File: src/rtl/axum_bus_arb.sv
// axum_bus_arb: round-robin arbiter that funnels NrHosts request/response
// ports onto one shared downstream bus, one transaction outstanding at a time.
//
// Handshake: a host holds host_req_i with stable address/we/be/wdata until it
// sees host_gnt_o for one cycle; the transfer happens in that cycle. The device
// accepts dev_req_o in the cycle it raises dev_gnt_i and later answers with a
// single dev_rvalid_i cycle, which is forwarded to the owning host as a single
// host_rvalid_o cycle. A missing answer is converted into an error response.
module axum_bus_arb #(
    parameter int NrHosts       = 2,
    parameter int DataWidth     = 32,
    parameter int AddressWidth  = 32,
    parameter int TimeoutCycles = 16
) (
    input  logic                             clk_i,
    input  logic                             rst_ni,
    input  logic [NrHosts-1:0]               host_req_i,
    output logic [NrHosts-1:0]               host_gnt_o,
    input  logic [NrHosts*AddressWidth-1:0]  host_addr_i,
    input  logic [NrHosts-1:0]               host_we_i,
    input  logic [NrHosts*4-1:0]             host_be_i,
    input  logic [NrHosts*DataWidth-1:0]     host_wdata_i,
    output logic [NrHosts-1:0]               host_rvalid_o,
    output logic [NrHosts*DataWidth-1:0]     host_rdata_o,
    output logic [NrHosts-1:0]               host_err_o,
    output logic                             dev_req_o,
    output logic                             dev_we_o,
    output logic [AddressWidth-1:0]          dev_addr_o,
    output logic [3:0]                       dev_be_o,
    output logic [DataWidth-1:0]             dev_wdata_o,
    input  logic                             dev_gnt_i,
    input  logic                             dev_rvalid_i,
    input  logic                             dev_err_i,
    input  logic [DataWidth-1:0]             dev_rdata_i,
    output logic                             busy_o,
    output logic                             timeout_o,
    output logic [1:0]                       state_o
);

    localparam int IdxW = (NrHosts > 1) ? $clog2(NrHosts) : 1;

    typedef enum logic [1:0] {
        IDLE = 2'd0,
        REQ  = 2'd1,
        RSP  = 2'd2
    } state_e;

    state_e          state;
    logic [IdxW-1:0] owner;
    logic [IdxW-1:0] prio;
    logic [IdxW-1:0] prio_next;
    logic [IdxW-1:0] winner;
    logic [7:0]      cnt;
    logic            busy_q;
    logic            owner_req;
    logic            timeout_hit;

    assign owner_req   = host_req_i[owner];
    assign timeout_hit = (state == RSP) && !dev_rvalid_i &&
                         (cnt == 8'(TimeoutCycles - 1));
    assign prio_next   = (owner == IdxW'(NrHosts - 1)) ? '0 : owner + 1'b1;

    // Round-robin search: first requester at or above prio, wrapping around.
    always_comb begin : rr_search
        int  idx;
        logic found;
        winner = prio;
        found  = 1'b0;
        idx    = 0;
        for (int i = 0; i < NrHosts; i++) begin
            idx = int'(prio) + i;
            if (idx >= NrHosts) begin
                idx = idx - NrHosts;
            end
            if (!found && host_req_i[idx]) begin
                winner = idx[IdxW-1:0];
                found  = 1'b1;
            end
        end
    end

    // Arbitration FSM: owner/prio/timeout counter and the busy flag.
    always_ff @(posedge clk_i or negedge rst_ni) begin
        if (!rst_ni) begin
            state  <= IDLE;
            owner  <= '0;
            prio   <= '0;
            cnt    <= '0;
            busy_q <= 1'b0;
        end else begin
            case (state)
                IDLE: begin
                    if (|host_req_i) begin
                        owner  <= winner;
                        state  <= REQ;
                        busy_q <= 1'b1;
                    end
                end
                REQ: begin
                    // A withdrawn request abandons the slot without moving prio.
                    if (!owner_req) begin
                        state  <= IDLE;
                        busy_q <= 1'b0;
                    end else if (dev_gnt_i) begin
                        state <= RSP;
                        prio  <= prio_next;
                        cnt   <= '0;
                    end
                end
                RSP: begin
                    if (dev_rvalid_i || timeout_hit) begin
                        state  <= IDLE;
                        busy_q <= 1'b0;
                        cnt    <= '0;
                    end else begin
                        cnt <= cnt + 8'd1;
                    end
                end
                default: begin
                    state  <= IDLE;
                    busy_q <= 1'b0;
                end
            endcase
        end
    end

    // Downstream request mux: owner's fields in REQ, all-zero otherwise.
    always_comb begin
        dev_req_o   = 1'b0;
        dev_we_o    = 1'b0;
        dev_addr_o  = '0;
        dev_be_o    = '0;
        dev_wdata_o = '0;
        if (state == REQ) begin
            dev_req_o   = owner_req;
            dev_we_o    = host_we_i[owner];
            dev_addr_o  = host_addr_i[owner*AddressWidth +: AddressWidth];
            dev_be_o    = host_be_i[owner*4 +: 4];
            dev_wdata_o = host_wdata_i[owner*DataWidth +: DataWidth];
        end
    end

    // Grant passthrough to the owner only while its request is on the bus.
    always_comb begin
        host_gnt_o = '0;
        if (state == REQ) begin
            host_gnt_o[owner] = dev_gnt_i & owner_req;
        end
    end

    // Response routing: real response beats a same-cycle timeout.
    always_comb begin
        host_rvalid_o = '0;
        host_rdata_o  = '0;
        host_err_o    = '0;
        if (state == RSP) begin
            if (dev_rvalid_i) begin
                host_rvalid_o[owner]                        = 1'b1;
                host_rdata_o[owner*DataWidth +: DataWidth]  = dev_rdata_i;
                host_err_o[owner]                           = dev_err_i;
            end else if (timeout_hit) begin
                host_rvalid_o[owner] = 1'b1;
                host_err_o[owner]    = 1'b1;
            end
        end
    end

    assign busy_o    = busy_q;
    assign timeout_o = timeout_hit;
    assign state_o   = state;

endmodule

File: config.mk
export PLATFORM = sky130hd
export DESIGN_NAME = axum_bus_arb
export DESIGN_NICKNAME = d
export VERILOG_FILES = /design/src/rtl/axum_bus_arb.sv
export SDC_FILE = /design/constraint.sdc
export NUM_CORES = 1
export LEC_CHECK = 0
export BUFFER_PORTS_ARGS = -buffer_cell sky130_fd_sc_hd__buf_4
export CORE_AREA = 5 5 122 124
export CTS_BUF_LIST = sky130_fd_sc_hd__clkbuf_4
export CTS_CLUSTER_DIAMETER = 120
export DETAILED_ROUTE_END_ITERATION = 8
export DIE_AREA = 0 0 127 129
export HOLD_SLACK_MARGIN = 0.08
export PLACE_DENSITY = 0.54
export SLEW_MARGIN = 20
export SYNTH_ARGS = -nofsm -noshare
export SYNTH_HDL_FRONTEND = slang
export SYNTH_SLANG_ARGS = --single-unit
File: constraint.sdc
create_clock -name clk_i -period 4.65 [get_ports clk_i]
set_input_delay 0.465 -clock clk_i [delete_from_list [all_inputs] [get_ports clk_i]]
set_output_delay 0.465 -clock clk_i [all_outputs]
set_load 0.005 [all_outputs]
# Word-level counts from Yosys, hierarchy flattened
# Cells that the tools add are included.
[op_classes]
n_addsub = 6
n_lt_le_gt_ge = 6
n_eq_ne = 9
shift = 5
muxes = 44
bitwise = 4
n_reduce_logical = 15
[op_table]
columns = ["op", "n"]
rows = [
  ["32-bit 2-to-1 mux", 4],
  ["64-bit 2-to-1 mux", 2],
  ["64-bit by 7-bit variable part select with 32-bit output", 2],
  ["64-bit AND", 1],
  ["32-bit by 3-bit less-than comparator with 1-bit output, second input constant", 2],
  ["32-bit by 34-bit variable shift with 64-bit output, first input constant", 1],
  ["32-bit by 34-bit variable part select with 64-bit output", 1],
  ["6-bit negator with 34-bit output", 1],
  ["8-bit 2-to-1 mux", 3],
  ["1-bit 2-to-1 mux", 20],
  ["2-bit 2-to-1 mux", 10],
  ["8-bit one-hot mux with 2 select lines", 1],
  ["3-bit AND reduction", 4],
  ["8-bit by 1-bit adder with 8-bit output, second input constant", 1],
  ["8-bit by 4-bit equality test with 1-bit output, second input constant", 1],
  ["2-bit != test, second input constant", 4],
  ["8-bit by 4-bit variable part select with 4-bit output", 1],
  ["2-bit one-hot mux with 3 select lines", 1],
  ["2-bit AND", 2],
  ["1-bit logical AND", 4],
  ["4-bit 2-to-1 mux", 1],
  ["3-bit != test, second input constant", 1],
  ["1-bit one-hot mux with 3 select lines", 1],
  ["1-bit by 2-bit subtractor with 3-bit output, second input constant", 1],
  ["other kinds (18)", 19],
]
[word_totals]
register_bits = 13
inputBits = 177
wordCells = 94

# Logic depth before layout (Yosys ltp)
[logic_depth]
ltp_word = 9
mapped_depth = 5

# Least setup slack after synthesis
# Ideal clock, no wire load.
[synth_path]
path_type = "register to output"
start = "register cnt[4]"
end = "output host_err_o[0]"
t_arrival_ns = 1.406
setup_slack_ns = 2.779
stages_incl_launch_ff = 5
path_buffers = 0
path_cell_list = "dfrtp_1 > nor4_1 > nand2_1 > o21ai_0 > and3_1"
[synth_via]
elab_chain_cells = 5
[synth_rtl]
columns = ["item", "line", "text"]
rows = [
  ["start, declared", "53", "logic [7:0] cnt;"],
  ["start signal, assigned", "116", "cnt <= cnt + 8'd1;"],
  ["8-bit by 4-bit equality test with 1-bit output", "60", "(cnt == 8'(TimeoutCycles - 1));"],
  ["1-bit logical AND", "59", "assign timeout_hit = (state == RSP) && !dev_rvalid_i &&"],
  ["2-bit 2-to-1 mux", "161", "end else if (timeout_hit) begin"],
  ["2-bit 2-to-1 mux", "157", "if (dev_rvalid_i) begin"],
  ["2-bit 2-to-1 mux", "156", "if (state == RSP) begin"],
  ["end, declared", "25", "output logic [NrHosts-1:0] host_err_o,"],
]
# Every way passes these cells.

# Worst setup path after layout
[layout_path]
start = "register owner"
end = "output host_rdata_o[44]"
[layout_via]
elab_chain_cells = 5
[layout_rtl]
columns = ["item", "line", "text"]
rows = [
  ["start, declared", "49", "logic [IdxW-1:0] owner;"],
  ["start signal, assigned", "94", "owner <= winner;"],
  ["6-bit negator with 34-bit output *", "159", "host_rdata_o[owner*DataWidth +: DataWidth] = dev_rdata_i;"],
  ["32-bit by 34-bit variable part select with 64-bit output or 32-bit by 34-bit variable shift with 64-bit output (tied branches)", "159", ""],
  ["64-bit AND (no line) *", "-", ""],
  ["64-bit 2-to-1 mux *", "157", ""],
  ["64-bit 2-to-1 mux *", "156", ""],
  ["end, declared", "24", "output logic [NrHosts*DataWidth-1:0] host_rdata_o,"],
]
# Every way passes the cells marked *; elsewhere a longest branch is shown, timed or not.

==> results.json <==
{
  "htree_num_levels": 1,
  "insertion_delay_ns": 0.27,
  "met2_usage_pct": 29.2,
  "synth_warnings": 0,
  "fillers": 1489,
  "synth_cell_types": 31,
  "worstPathMaxFanout": 39,
  "grt_overflow_total": 0,
  "crit_arrival_ns": 2.32,
  "clock-sinks": 13,
  "fin_util_pct": 35.1,
  "fin_setup_tns_ns": 0,
  "start_util_pct": 16.2,
  "syn_nets": 498,
  "wl_per_cell_um": 17.3,
  "whs_ns": 0.417,
  "worst_pin_slew_ns": 0.905,
  "syn_avg_cell_area_um2": 6.93,
  "hold_viol": 0,
  "firstDrtPassIters": 4,
  "rows": 43,
  "core_area_um2": 13700,
  "final_nets": 799,
  "final.setup.worst_slack_ns": 1.87,
  "cp.buffers_inverters": 1,
  "status": "completed",
  "path_delay_family": "simple AND/OR/NAND/NOR gates",
  "fmax_ghz": 0.359,
  "synth_area_um2": 2220,
  "path_clk_slew_ns": 0.09,
  "die_height_um": 129,
  "slew_violations": 0,
  "grt_max_degree": 70,
  "grt_pass1_vias": 3523,
  "grt_pass1_wl_um": 19800,
  "fin_crit_ns": 2.78,
  "synth_top_area_share_pct": 31.2,
  "startpoint_type": "flip-flop",
  "synth-seq-cells": 13,
  "post_cts_buffers": 0,
  "drive_gt1_share_pct": 53.9,
  "root_buffer": "clkbuf_4",
  "rsz0062_at_grt": "false",
  "synth_cells": 320,
  "cts_tree": "yes",
  "drc": 0,
  "pre_cts_ws_ns": 2.15,
  "grt_use_total_pct": 15.2,
  "grt-busiest-layer": "met2",
  "io_pins": 321,
  "clockBufferDepth": 2,
  "cpPeakStageDelay_ns": 0.83,
  "path_class": "reg2out",
  "p_total_mw": 1.72,
  "vias_per_cell": 4.28,
  "dieArea_um2": 16400,
  "max-slew-margin-rel_pct": 39.7,
  "grt.met3_usage_pct": 4.73,
  "die_width_um": 127,
  "antenna_found_initial": 0,
  "min_period_over_period_pct": 59.8,
  "first_iter_violations": 110,
  "cts_buffers": 3,
  "diodes": 0,
  "critPathRequiredTime_ns": 4.18,
  "synth_area_leaders": "mux2i_1, and3_1, dfrtp_1, nor2_1, clkbuf_1",
  "cts_resized": 0,
  "setup.worst_path.end_class": "output pin",
  "portBuffers": 320,
  "clock_skew_ns": 0.00118,
  "yosysSeqAreaShare_pct": 14.7,
  "power_density_nw_per_um2": 358,
  "num_vias": 3425,
  "cp_slowest_cell": "dfrtp_4",
  "totalWireLength_um": 13800,
  "synthToLayoutAreaGrowth_pct": 117,
  "cap_violations": 0,
  "crit_path_cell_trace": "and2_1 > and3_1 > buf_4",
  "place_congestion": 0.888,
  "use_met1_pct": 16.9,
  "hp-class": "in2reg",
  "ir_drop_mv": 0.237,
  "detail-route-antenna-nets": 0,
  "synth_top_area_cell": "mux2i_1",
  "place_hpwl_um": 12000,
  "p_leak_nw": 2.90,
  "report.final.setup_viol": 0
}
-- sequential cells by signal (all words and copies together), names as in the netlist --
signal,cells
busy_o,1
cnt,8
owner,1
prio,1
state_o,2
-- report_power, final --
part	total (mW)	switching (mW)	internal [mW]
combinational	1.40	0.643	0.754
sequential	0.251	0.107	0.143
clock	0.0709	0.0390	0.0318
total	1.72	0.790	0.929
-- synthesized netlist by cell type, drive strengths merged --
library cell,instances
nor3,1
or3b,1
a22oi,1
and3,67
o22a,1
mux2i,69
dfrtp,13
nand3,6
and2,2
o31a,1
ha,1
a31oi,2
o21ai,10
a21o,1
a21oi,7
buf,7
mux2,2
o211ai,1
nor2b,4
nand2,12
or3,1
xor2,1
nor2,78
inv,3
clkbuf,22
or4,1
o31ai,1
nand2b,1
and2b,1
nor4,1
a22o,1
-- timing repair --
action,4_1_cts,5_1_grt
hold buffers,1,0
setup endpoints to repair,0,0
hold endpoints to repair,13,0
-- metal layers --
metal | share of wire, % | vias to the layer above
met1 | 37 | 1532
met2 | 53 | 166
li1 | - | 1719
met5 | 0 | -
met3 | 9.3 | 8
met4 | 0.82 | 0
-- layout by cell type (no fill, tap or decap), drive strengths merged, types with 4 or more instances in the layout --
master and n:
a21oi 7, and3 67, buf 324, dfrtp 13
mux2i 69, nand2 12, nand3 6, nor2 78
nor2b 4, o21ai 10
-- area by class of cell --
class,count,area (um2),share of cell area [%]
Clock buffer,3,22.5,0.469
Clock inverter,1,5.00,0.104
Inverter,3,11.3,0.234
Multi-Input combinational cell,275,1770,36.8
Sequential cell,13,329,6.85
Tap cell,180,225,4.69
Timing Repair Buffer,325,2440,50.8
-- cells by family after synthesis --
family | share of synthesized area [%]
buffers and inverters | 5.81
muxes | 32.2
and+or+nand+nor | 39.4
DFF | 14.7
adders and majority gates | 0.564
xor gates and xnor gates | 0.395
AOI/OAI and AO/OA | 6.94
-- per-stage QoR --
step / instances / area, um2
final: 800 / 4800
after global routing: 800 / 4800
after CTS: 800 / 4800
after detailed placement: 795 / 4770
after global placement: 795 / 4770
after floorplan: 320 / 2220
-- worst paths after layout --
path | start | end | slack (ns) | cells past startpoint
worst max-delay path | owner$_DFFE_PN0P_ | host_rdata_o[44] | 1.87 | 3
worst min-delay path | host_req_i[0] | owner$_DFFE_PN0P_ | 0.42 | 2
worst max register to register | owner$_DFFE_PN0P_ | cnt[5]$_DFFE_PN0P_ | 2.52 | 4
worst min register to register | prio$_DFFE_PN0P_ | prio$_DFFE_PN0P_ | 0.53 | 1
max in group asynchronous | rst_ni | owner$_DFFE_PN0P_ | 3.91 | 2
min in group asynchronous | rst_ni | cnt[6]$_DFFE_PN0P_ | 0.56 | 2
No activity file was read; power rests on OpenSTA's default activity.
